===== config.mk =====
export PLATFORM = sky130hd
export DESIGN_NAME = board_serial_tx
export DESIGN_NICKNAME = d
export VERILOG_FILES = /design/src/rtl/board_tx_pkg.sv /design/src/rtl/board_tx_phase_cnt.sv /design/src/rtl/board_serial_tx.sv
export SDC_FILE = /design/constraint.sdc
export NUM_CORES = 1
export LEC_CHECK = 0
export ABC_AREA = 1
export CAP_MARGIN = 15
export CORE_UTILIZATION = 47
export CTS_BUF_LIST = sky130_fd_sc_hd__clkbuf_4 sky130_fd_sc_hd__clkbuf_8 sky130_fd_sc_hd__clkbuf_16
export DETAILED_ROUTE_END_ITERATION = 10
export GPL_ROUTABILITY_DRIVEN = 0
export GPL_TIMING_DRIVEN = 0
export PLACE_DENSITY = 0.82
export SETUP_SLACK_MARGIN = 0.2
export SLEW_MARGIN = 20
export SYNTH_ARGS = -nofsm -noshare
export SYNTH_HDL_FRONTEND = slang
export SYNTH_SLANG_ARGS = --single-unit

===== constraint.sdc =====
create_clock -name clka -period 1.4 [get_ports clka]
set_input_delay 0.28 -clock clka [delete_from_list [all_inputs] [get_ports clka]]
set_output_delay 0.28 -clock clka [all_outputs]
set_load 0.05 [all_outputs]

===== src/rtl/board_tx_pkg.sv =====
// Shared types and constants for the board frame serial transmitter.
// Optional build macro: BOARD_TX_PARITY_EN (adds an even-parity bit after bit 0).
package board_tx_pkg;

  localparam int BOARD_TX_W = 32;

  typedef enum logic [1:0] {
    ST_IDLE     = 2'd0,
    ST_SHIFT_LO = 2'd1,
    ST_SHIFT_HI = 2'd2,
    ST_LATCH    = 2'd3
  } tx_state_e;

  // Busy length of one frame: two half-periods per bit plus the latch half-period.
  function automatic int frame_cycles(input int bits, input int clk_div);
    return (2 * bits + 1) * clk_div;
  endfunction

endpackage


===== src/rtl/board_tx_phase_cnt.sv =====
// Serial-clock half-period counter: counts 0..CLK_DIV-1, flags the last cycle.
// Optional build macro: BOARD_TX_PARITY_EN (no effect on this block).
module board_tx_phase_cnt #(
  parameter  int CLK_DIV = 2,
  localparam int PH_W    = (CLK_DIV > 1) ? $clog2(CLK_DIV) : 1
) (
  input  logic            clka,
  input  logic            restart,
  input  logic            i_clear,
  output logic [PH_W-1:0] o_phase,
  output logic            o_phase_end
);

  logic [PH_W-1:0] r_cnt;

  assign o_phase_end = (r_cnt == PH_W'(CLK_DIV - 1));
  assign o_phase     = r_cnt;

  // NOTE: reset is synchronous, so it is just the highest-priority branch inside the clocked block.
  always_ff @(posedge clka) begin
    if (restart || i_clear) begin
      r_cnt <= '0;
    end else if (o_phase_end) begin
      r_cnt <= '0;
    end else begin
      r_cnt <= r_cnt + 1'b1;
    end
  end

endmodule


===== src/rtl/board_serial_tx.sv =====
// Snapshots the board frame and shifts it MSB-first with a divided serial clock and latch strobe.
// Optional build macro: BOARD_TX_PARITY_EN (even-parity bit sent after bit 0).
module board_serial_tx
  import board_tx_pkg::*;
#(
  parameter int BOARD_W = BOARD_TX_W,
  parameter int CLK_DIV = 2
) (
  input  logic               clka,
  input  logic               restart,
  input  logic [BOARD_W-1:0] board_in,
  input  logic               send_req,
  output logic               ser_clk,
  output logic               ser_data,
  output logic               ser_latch,
  output logic               busy,
  output logic               frame_done
);

`ifdef BOARD_TX_PARITY_EN
  localparam int FRAME_BITS = BOARD_W + 1;
`else
  localparam int FRAME_BITS = BOARD_W;
`endif
  localparam int CNT_W = $clog2(FRAME_BITS + 1);
  localparam int PH_W  = (CLK_DIV > 1) ? $clog2(CLK_DIV) : 1;

  tx_state_e             r_state, w_state_nxt;
  logic [FRAME_BITS-1:0] r_shreg, w_shreg_nxt, w_snapshot;
  logic [CNT_W-1:0]      r_bit_cnt, w_bit_cnt_nxt;
  logic                  r_pending, w_pending_nxt;
  logic                  r_ser_clk, r_ser_data, r_ser_latch, r_busy, r_frame_done;
  logic                  w_ser_data_nxt, w_frame_done_nxt;
  logic [PH_W-1:0]       w_phase;
  logic                  w_phase_end;

`ifdef BOARD_TX_PARITY_EN
  assign w_snapshot = {board_in, ^board_in};
`else
  assign w_snapshot = board_in;
`endif

  board_tx_phase_cnt #(.CLK_DIV(CLK_DIV)) u_phase (
    .clka        (clka),
    .restart     (restart),
    .i_clear     (r_state == ST_IDLE),
    .o_phase     (w_phase),
    .o_phase_end (w_phase_end)
  );

  // NOTE: every always_comb output gets a default first, so no path can infer a latch.
  always_comb begin
    w_state_nxt   = r_state;
    w_shreg_nxt   = r_shreg;
    w_bit_cnt_nxt = r_bit_cnt;
    w_pending_nxt = r_pending;
    if (r_state != ST_IDLE && send_req) w_pending_nxt = 1'b1;
    unique case (r_state)
      ST_IDLE: begin
        if (send_req) begin
          w_state_nxt   = ST_SHIFT_LO;
          w_shreg_nxt   = w_snapshot;
          w_bit_cnt_nxt = '0;
        end
      end
      ST_SHIFT_LO: begin
        if (w_phase_end) w_state_nxt = ST_SHIFT_HI;
      end
      ST_SHIFT_HI: begin
        if (w_phase_end) begin
          w_shreg_nxt   = {r_shreg[FRAME_BITS-2:0], 1'b0};
          w_bit_cnt_nxt = r_bit_cnt + 1'b1;
          w_state_nxt   = (r_bit_cnt == CNT_W'(FRAME_BITS - 1)) ? ST_LATCH : ST_SHIFT_LO;
        end
      end
      ST_LATCH: begin
        // A request landing on the closing edge counts as pending so it is never lost.
        if (w_phase_end) begin
          if (r_pending || send_req) begin
            w_state_nxt   = ST_SHIFT_LO;
            w_shreg_nxt   = w_snapshot;
            w_bit_cnt_nxt = '0;
            w_pending_nxt = 1'b0;
          end else begin
            w_state_nxt = ST_IDLE;
          end
        end
      end
      default: w_state_nxt = ST_IDLE;
    endcase

    w_ser_data_nxt = (w_state_nxt == ST_SHIFT_LO || w_state_nxt == ST_SHIFT_HI) ?
                     w_shreg_nxt[FRAME_BITS-1] : 1'b0;
    w_frame_done_nxt = (w_state_nxt == ST_LATCH) &&
                       ((CLK_DIV == 1) || (r_state == ST_LATCH && int'(w_phase) == CLK_DIV - 2));
  end

  // NOTE: state and outputs use non-blocking assignments so all registers update together.
  always_ff @(posedge clka) begin
    if (restart) begin
      r_state      <= ST_IDLE;
      r_shreg      <= '0;
      r_bit_cnt    <= '0;
      r_pending    <= 1'b0;
      r_ser_clk    <= 1'b0;
      r_ser_data   <= 1'b0;
      r_ser_latch  <= 1'b0;
      r_busy       <= 1'b0;
      r_frame_done <= 1'b0;
    end else begin
      r_state      <= w_state_nxt;
      r_shreg      <= w_shreg_nxt;
      r_bit_cnt    <= w_bit_cnt_nxt;
      r_pending    <= w_pending_nxt;
      r_ser_clk    <= (w_state_nxt == ST_SHIFT_HI);
      r_ser_data   <= w_ser_data_nxt;
      r_ser_latch  <= (w_state_nxt == ST_LATCH);
      r_busy       <= (w_state_nxt != ST_IDLE);
      r_frame_done <= w_frame_done_nxt;
    end
  end

  assign ser_clk    = r_ser_clk;
  assign ser_data   = r_ser_data;
  assign ser_latch  = r_ser_latch;
  assign busy       = r_busy;
  assign frame_done = r_frame_done;

endmodule


==> flow_summary.toml, run 1 <==
[outcome]
status = "finished, violations left"
violations = "DRC, setup timing"

[worst_setup_path]
cp-start-kind = "flip-flop"
slowest_stage = "dfxtp_2"
worstPathRequired_ps = 1660
slowest_delay_ps = 370
endpoint_kind = "flip-flop"
ff2ff_path_depth = 11
r2r_start = "r_bit_cnt[0]$_SDFFE_PP0P_"
cp_common_cell = "nand2_1"
cp_cell_sequence = "ha_4 -> nand2_4 -> nor2_4 -> nand4_1 -> nand2_1 -> nand3_2 -> inv_2 -> ha_1 -> nor2_1 -> nand2_1 -> inv_1"
arrival_ps = 1850
r2r-end = "ser_data$_SDFF_PP0_"
crit_fanout = 2
setup.worst_path.class = "flip-flop to flip-flop"
r2r_setup_slack_ps = -200

[floorplanning]
io_pins = 40
floorplan.initialDensity = 0.5045
rows = 24
die_h_um = 71.30
design.core.area_mm2 = 0.004474
die-area_mm2 = 0.005084
die_w_um = 71.30

[power_and_ir_drop]
netSwitchingFraction = 0.2833
seq_power_share = 0.456
peakVddDrop_v = 0.0005965
p_leak_nw = 1.688
power.internal_mw = 2.312
clkPwrFrac = 0.287
combPwrFrac = 0.257
power_density_mw_per_mm2 = 907.3
switchingPower_uw = 914.0

[grt]
grt_pass1_vias = 2232
grt_max_degree = 14
grt_pass1_wl_um = 10050
grt_overflow = 0
antenna_found_initial = 0
track_usage = 0.2579

[routing]
first_pass_iters = 7
drc = 1
wirelength_um = 6871
initialDrtViolationCount = 177
viasPerCell = 4.945
ant_nets = 0
wl_per_cell_um = 13.91
vias = 2443

[timing]
setup_ws_ps = -195.2
rsz0062_at_grt = "true"
hold_slack_ps = 518.9
fmax_mhz = 626.9
slew_violations = 0
period_minus_slack_ps = 1595
worst_pin_slew_ps = 266.3
fin_tns_setup_ps = -1329
finalCritPeriodShare = 1.139
setup_viol = 25
clock_skew_ps = 5.606
hold_violations = 0
relSlewSlack = 0.8224

[synth]
synth_seq_cells = 47
postSynthAreaPerCell_um2 = 6.253
ys_types = 20
synth_nets = 400
yosysWarnings = 0
netlist_area_mm2 = 0.002257
ys_seq_area_frac = 0.4169
synth_cells = 361

[cells_and_area]
final_nets = 480
final_common_cell = "nor2_1"
diodes = 0
final_cell_mix = "96 x nor2_1, 71 x nand2_1, 44 x inv_1, 41 x dfxtp_1, 38 x nand2_2"
syn_to_final_growth_pct = 57.54
drive_above_1_share = 0.3235

[worst_hold_path]
min_delay_worst_endpoint = "r_shreg[0]$_SDFFE_PP0P_"
hold_depth = 2
hold_start = "r_shreg[0]$_SDFFE_PP0P_"
hold_class = "flip-flop to flip-flop"

[clock_network]
clockBufferDepth = 2
clk_latency_ps = 300
clk_pin_slew_ps = 90
cts_inserted_buffers = 5
clock_sinks = 47
cts_tree = "done"
cts_root_buf = "clkbuf_8"
h-tree-depth = 2

[placement]
port-buffer-count = 39
dp_hpwl_um = 3274

[run]
maxCapViolations = 0
[final cells by class]
cell class / count / area [um2]
plain buffers: 14 / 128.9
clock buffers: 8 / 103.9
fillers: 292 / 918.4
inverters: 48 / 182.7
multi-input cells: 252 / 1333
flip-flops and latches: 47 / 955.9
well taps: 52 / 65.06
repair buffers: 73 / 787.0
[critical path, delay by kind of cell, from the launching register on]
family        cells  cell delay [ps]
simple gates      7              610
fa+ha+maj         2              420
flops             1              370
buf+inv           2              160
[power groups by stage]
stage / Combinational [mW] / Sequential, mW / Clock (mW)
floorplan: 0.302 / 1.50 / 0
global placement: 0.482 / 1.49 / 0
detailed placement: 0.492 / 1.49 / 0
CTS: 0.728 / 1.46 / 0.937
global route: 0.886 / 1.48 / 0.996
finish: 0.830 / 1.47 / 0.926
[kinds of logic after synthesis]
kind of cell | Yosys count | synth area share
buf+inv | 62 | 0.1247
fa+ha+maj | 4 | 0.02217
simple gates | 242 | 0.4180
compound gates | 6 | 0.01829
flops | 47 | 0.4169
[Yosys cell counts]
cell | number | area [um2]
clkbuf_1 | 4 | 15.01
buf_6 | 5 | 56.30
buf_2 | 3 | 15.01
nand2_1 | 119 | 446.7
nand2_2 | 2 | 12.51
nand3b_1 | 1 | 7.510
inv_1 | 47 | 176.4
nand3_1 | 5 | 25.02
nor3_1 | 2 | 10.01
nor2_1 | 106 | 397.9
ha_1 | 4 | 50.05
buf_4 | 2 | 15.01
nand4_1 | 3 | 18.77
and3_1 | 1 | 6.260
o21ai_4 | 1 | 16.27
inv_2 | 1 | 3.750
a21oi_1 | 5 | 25.02
dfxtp_1 | 47 | 940.9
or2_2 | 1 | 6.260
nor2_2 | 2 | 12.51
[worst max path at each step]
stage                                   start                    end  slack, ps
finish              r_bit_cnt[0]$_SDFFE_PP0P_    ser_data$_SDFF_PP0_       -200
global route        r_bit_cnt[1]$_SDFFE_PP0P_    ser_data$_SDFF_PP0_       -270
CTS                 r_bit_cnt[0]$_SDFFE_PP0P_    ser_data$_SDFF_PP0_        -80
detailed placement                   send_req  frame_done$_SDFF_PP0_       -700
global placement                     send_req  frame_done$_SDFF_PP0_       -700
floorplan                r_pending$_SDFF_PP0_  frame_done$_SDFF_PP0_        -20
[metrics by stage]
step	utilization	power, mW	setup slack (ps)	cells	cell area [um2]
finish	0.7947	3.226	-195.2	494	3556
global placement	0.6177	1.970	-704.3	452	2764
floorplan	-	1.804	-21.68	361	2308
CTS	0.7553	3.129	-79.30	488	3379
detailed placement	0.6177	1.983	-696.3	452	2764
global route	0.7947	3.361	-269.2	494	3556
[state kept, by name (all words and copies together) (netlist names)]
register	cells
r_state	2
r_bit_cnt	6
ser_data	1
frame_done	1
r_shreg	32
u_phase.o_phase	1
ser_clk	1
ser_latch	1
busy	1
r_pending	1
[timing repair]
action,4_1_cts,5_1_grt
buffers inserted,23,6
hold buffers,0,0
pin swaps,16,14
resized for setup,105,37
gates cloned,5,0
endpoints found under the setup margin,51,47
[routing by layer]
metal / vias to the layer above / part of all wire / GRT usage
li1: 1218 / - / -
met1: 1108 / 0.39 / 0.2950
met2: 82 / 0.50 / 0.4360
met3: 35 / 0.053 / 0.05626
met4: 0 / 0.054 / 0.1667
met5: - / 0 / 0
(Power assumes the default switching activity.)
==> inputs of run 2 (changes only) <==
CORE_UTILIZATION = 52   (was 47)
PLACE_DENSITY = 0.86   (was 0.82)
clock period = 1.5 ns   (was 1.4 ns; I/O delays follow)
==> run 2 against run 1 <==
The flow finishes with violations (setup timing). Register-to-register slack improved by 130 ps. Final cell count decreased by 5.3%. Critical path depth unchanged. Critical path type unchanged.
==> flow_summary.toml, run 2 (synthesis results as in run 1) <==
[power_and_ir_drop]
p_leak_nw = 1.415
peakVddDrop_v = 0.0006234
switchingPower_uw = 703.3
combPwrFrac = 0.198
power.internal_mw = 1.898
clkPwrFrac = 0.276
netSwitchingFraction = 0.2704
seq_power_share = 0.526
power_density_mw_per_mm2 = 870.7

[placement]
dp_hpwl_um = 3205
port-buffer-count = 39
place_ws_ps = -583.5

[cells_and_area]
multiInputGateArea_mm2 = 0.001150
area.sequential_um2 = 948.4
top_regs = "r_shreg (32), r_bit_cnt (6), r_state (2)"
diodes = 0
syn_to_final_growth_pct = 32.37
top_register = "r_shreg"
drive_above_1_share = 0.1699
final_cell_mix = "114 x nand2_1, 99 x nor2_1, 44 x inv_1, 41 x dfxtp_1, 33 x clkdlybuf4s50_1"
fill_cells = 339
final_util = 0.7312
largest_reg_flops = 32
final_common_cell = "nand2_1"
final_nets = 458

[worst_setup_path]
cp-start-kind = "flip-flop"
arrival_ps = 1760
crit_fanout = 5
endpoint_kind = "flip-flop"
worstPathRequired_ps = 1700
setup.worst_path.class = "flip-flop to flip-flop"

[timing]
hold_violations = 0
fmax_mhz = 638.0
relSlewSlack = 0.7840
clock_skew_ps = 5.984
hold_slack_ps = 481.7
period_minus_slack_ps = 1567
slew_violations = 0
fin_tns_setup_ps = -83.08
setup_viol = 2
setup_ws_ps = -67.38
worst_pin_slew_ps = 322.9
finalCritPeriodShare = 1.045
rsz0062_at_grt = "true"

[floorplanning]
die-area_mm2 = 0.004608
die_w_um = 67.89
io_pins = 40
floorplan.initialDensity = 0.5524
die_h_um = 67.89
rows = 23
design.core.area_mm2 = 0.004086

[grt]
grt_max_degree = 13
grt_pass1_vias = 1859
grt_pass1_wl_um = 7817
grt_overflow = 0
track_usage = 0.2308
antenna_found_initial = 0

[routing]
route.met2.wl_um = 2459
vias = 2149
drc = 0
dr_wl_met3_um = 175
wl_met1_um = 2282
wl_per_cell_um = 10.70
top_layer_used = "met4"
wirelength_um = 5006
initialDrtViolationCount = 117
ant_nets = 0
viasPerCell = 4.592
first_pass_iters = 4

[clock_network]
cts_hold_buf = 0
clk_pin_slew_ps = 80
cts_inserted_buffers = 5
clk_latency_ps = 300
clockBufferDepth = 2
clock_sinks = 47
h-tree-depth = 2
cts_tree = "done"
cts_root_buf = "clkbuf_8"

[worst_hold_path]
hold_class = "flip-flop to flip-flop"

[outcome]
status = "finished, violations left"
violations = "setup timing"

[run]
maxCapViolations = 0
-- run 2: power by group through the flow --
stage | Sequential [mW] | Combinational [mW] | Clock [mW]
2_1_floorplan | 1.40 | 0.282 | 0
4_1_cts | 1.37 | 0.497 | 0.731
3_5_place_dp | 1.39 | 0.457 | 0
6_report | 1.37 | 0.516 | 0.717
5_1_grt | 1.38 | 0.576 | 0.791
3_3_place_gp | 1.39 | 0.449 | 0
-- run 2: area by class of cell --
class / count / share of cell area
multi-input cells: 252 / 0.3848
flip-flops and latches: 47 / 0.3174
repair buffers: 51 / 0.1533
inverters: 48 / 0.06030
plain buffers: 14 / 0.03769
clock buffers: 6 / 0.02554
well taps: 50 / 0.02094
-- run 2: routing by layer --
layer | global-route usage | vias to the layer above
met5 | 0 | -
met4 | 0.08594 | 0
met3 | 0.05833 | 9
met2 | 0.3923 | 31
met1 | 0.2790 | 948
li1 | - | 1161
-- run 2: timing repair --
action,4_1_cts,5_1_grt
endpoints found under the hold margin,0,0
pin swaps,6,4
gates resized for setup,32,20
setup buffers,10,2
endpoints found under the setup margin,49,49
-- run 2: stage by stage --
step / cell area (um2) / power, mW / std cells
final: 2988 / 2.602 / 468
after global routing: 2988 / 2.743 / 468
after CTS: 2967 / 2.594 / 466
after detailed placement: 2763 / 1.850 / 450
after global placement: 2763 / 1.839 / 450
after floorplan: 2310 / 1.684 / 361
-- run 2: final timing paths --
path | from | end | slack [ps] | depth (start not counted)
worst max-delay path | r_state[1]$_SDFF_PP0_ | frame_done$_SDFF_PP0_ | -70 | 11
worst min-delay path | u_phase.o_phase$_SDFF_PP0_ | u_phase.o_phase$_SDFF_PP0_ | 480 | 1
worst max register to register | r_state[1]$_SDFF_PP0_ | frame_done$_SDFF_PP0_ | -70 | 11
worst min register to register | u_phase.o_phase$_SDFF_PP0_ | u_phase.o_phase$_SDFF_PP0_ | 480 | 1
-- run 2: critical path, cell delays in order, from the launching register on --
cell	delay (ps)
dfxtp_2	370
nand2_2	100
inv_1	70
nand2_2	100
nand2_4	60
buf_8	130
nor2_4	160
inv_2	80
ha_4	150
inv_2	40
nor2_2	30
and3_1	170
==> inputs of run 3 (changes only) <==
CORE_ASPECT_RATIO = 0.75   (was unset)
==> run 3 against run 2 <==
The run still ends with setup timing left. Flip-flop and latch count is the same. Worst hold slack improved by 4.4 ps. Wire length grew 12%. Setup slack better by 49 ps. Register-to-register slack better by 50 ps. Clock-buffer cell count is 2 higher. Non-clock buffer count is 5 higher. Fmax increased by 3.2%. First-iteration DRC count shrank 15%. Final cell count increased by 2.6%. Combinational power rose by 16%. Critical path depth is 1 higher. Largest power group unchanged.
==> flow_summary.toml, run 3 (synthesis results as in run 1) <==
[power_and_ir_drop]
netSwitchingFraction = 0.2705
clkPwrFrac = 0.299
peakVddDrop_v = 0.0007854
combPwrFrac = 0.213
seq_power_share = 0.488
p_total_mw = 2.807
switchingPower_uw = 759.1
power_density_mw_per_mm2 = 874.9
p_leak_nw = 1.501
power.internal_mw = 2.048

[cells_and_area]
diodes = 0
top_register = "r_shreg"
final_cell_count_no_fill = 480
final_util = 0.7817
largest_reg_flops = 32
drive_above_1_share = 0.2753
final_nets = 463
top_regs = "r_shreg (32), r_bit_cnt (6), r_state (2)"
final_common_cell = "nor2_1"
syn_to_final_growth_pct = 42.13
final_cell_mix = "97 x nor2_1, 80 x nand2_1, 42 x inv_1, 41 x dfxtp_1, 37 x nand2_2"

[placement]
dp_cells = 455
port-buffer-count = 39
dp_hpwl_um = 3337
place_ws_ps = -580.7

[routing]
first_pass_iters = 4
wirelength_um = 5623
vias = 2356
ant_nets = 0
viasPerCell = 4.908
wl_per_cell_um = 11.71
initialDrtViolationCount = 100
drc = 0

[floorplanning]
io_pins = 40
rows = 20
die_h_um = 59.06
die_w_um = 78.08
die-area_mm2 = 0.004611
design.core.area_mm2 = 0.004104
floorplan.initialDensity = 0.5500

[timing]
slew_violations = 0
hold_violations = 0
rsz0062_at_grt = "true"
period_minus_slack_ps = 1519
relSlewSlack = 0.7495
finalCritPeriodShare = 1.013
worst_pin_slew_ps = 374.3
fmax_mhz = 658.4
clock_skew_ps = 3.246
setup_ws_ps = -18.86
setup_viol = 1
fin_tns_setup_ps = -18.86

[clock_network]
h-tree-depth = 2
clock_sinks = 47
cts_inserted_buffers = 5
clk_latency_ps = 290
cts_tree = "done"
clk_pin_slew_ps = 80
clockBufferDepth = 2
cts_root_buf = "clkbuf_8"

[worst_setup_path]
cp-start-kind = "primary input"
arrival_ps = 1710
endpoint_kind = "flip-flop"
setup.worst_path.class = "primary input to flip-flop"
worstPathRequired_ps = 1690
crit_fanout = 3

[outcome]
violations = "setup timing"
status = "finished, violations left"

[grt]
track_usage = 0.2292
antenna_found_initial = 0
grt_overflow = 0
grt_pass1_vias = 2006
grt_pass1_wl_um = 8211
grt_max_degree = 14

[run]
maxCapViolations = 0

[worst_hold_path]
hold_class = "flip-flop to flip-flop"
[run 3: cell count changes in the layout (fill, tap and decap cells not counted), moves of 3 or more]
| cell | change |
|---|---|
| buf_6 | +6 |
| nand2_1 | -34 |
| nand2_4 | +3 |
| nor2_2 | +3 |
| nand2_2 | +31 |
[run 3: layout make-up]
| cell class | count | area [um2] |
|---|---|---|
| multi-input cells | 252 | 1254 |
| flip-flops and latches | 47 | 953.4 |
| fillers | 314 | 895.9 |
| repair buffers | 56 | 520.5 |
| inverters | 48 | 180.2 |
| plain buffers | 14 | 127.6 |
| clock buffers | 8 | 103.9 |
| well taps | 55 | 68.82 |
[run 3: repair_timing]
item / 4_1_cts / 5_1_grt
endpoints found under the hold margin: 0 / 0
resized for setup: 31 / 80
hold buffers: 0 / 0
gates cloned: 0 / 3
buffers inserted: 10 / 4
endpoints found under the setup margin: 50 / 48
pin swaps: 8 / 20
[run 3: stage by stage]
step	instance area (um2)	hold WS, ps
2_1_floorplan	2310	378.3
3_3_place_gp	2769	461.4
3_5_place_dp	2769	458.3
4_1_cts	2983	476.7
5_1_grt	3208	504.2
6_report	3208	486.1
[run 3: path summary, 6_finish.rpt]
path         slack (ps)                 endpoint                      start  depth (start not counted)
max                 -20    frame_done$_SDFF_PP0_                   send_req                         12
min reg2reg         490  r_shreg[0]$_SDFFE_PP0P_    r_shreg[0]$_SDFFE_PP0P_                          2
min                 490  r_shreg[0]$_SDFFE_PP0P_    r_shreg[0]$_SDFFE_PP0P_                          2
max reg2reg         -20    frame_done$_SDFF_PP0_  r_bit_cnt[0]$_SDFFE_PP0P_                         11
[run 3: per-layer routing]
layer,vias up,global-route usage,wire length (um)
li1,1180,-,-
met1,1034,0.2784,2375
met2,118,0.4023,2692
met3,24,0.04308,397
met4,0,0.1032,158
met5,-,0,0
[run 3: worst max-delay path, cell delays in order]
cell	delay (ps)
dlygate4sd2_1	310
nor2_4	140
nand2_2	90
nand2_2	80
nand2_4	60
buf_6	130
nor2_4	140
inv_2	70
ha_4	160
inv_2	50
nor2_2	30
and3_1	160
[run 3: power groups by stage]
stage,clock network [mW],registers (mW),logic [mW]
2_1_floorplan,0,1.40,0.282
4_1_cts,0.851,1.36,0.492
3_3_place_gp,0,1.39,0.449
6_report,0.839,1.37,0.599
5_1_grt,0.887,1.38,0.655
3_5_place_dp,0,1.39,0.461
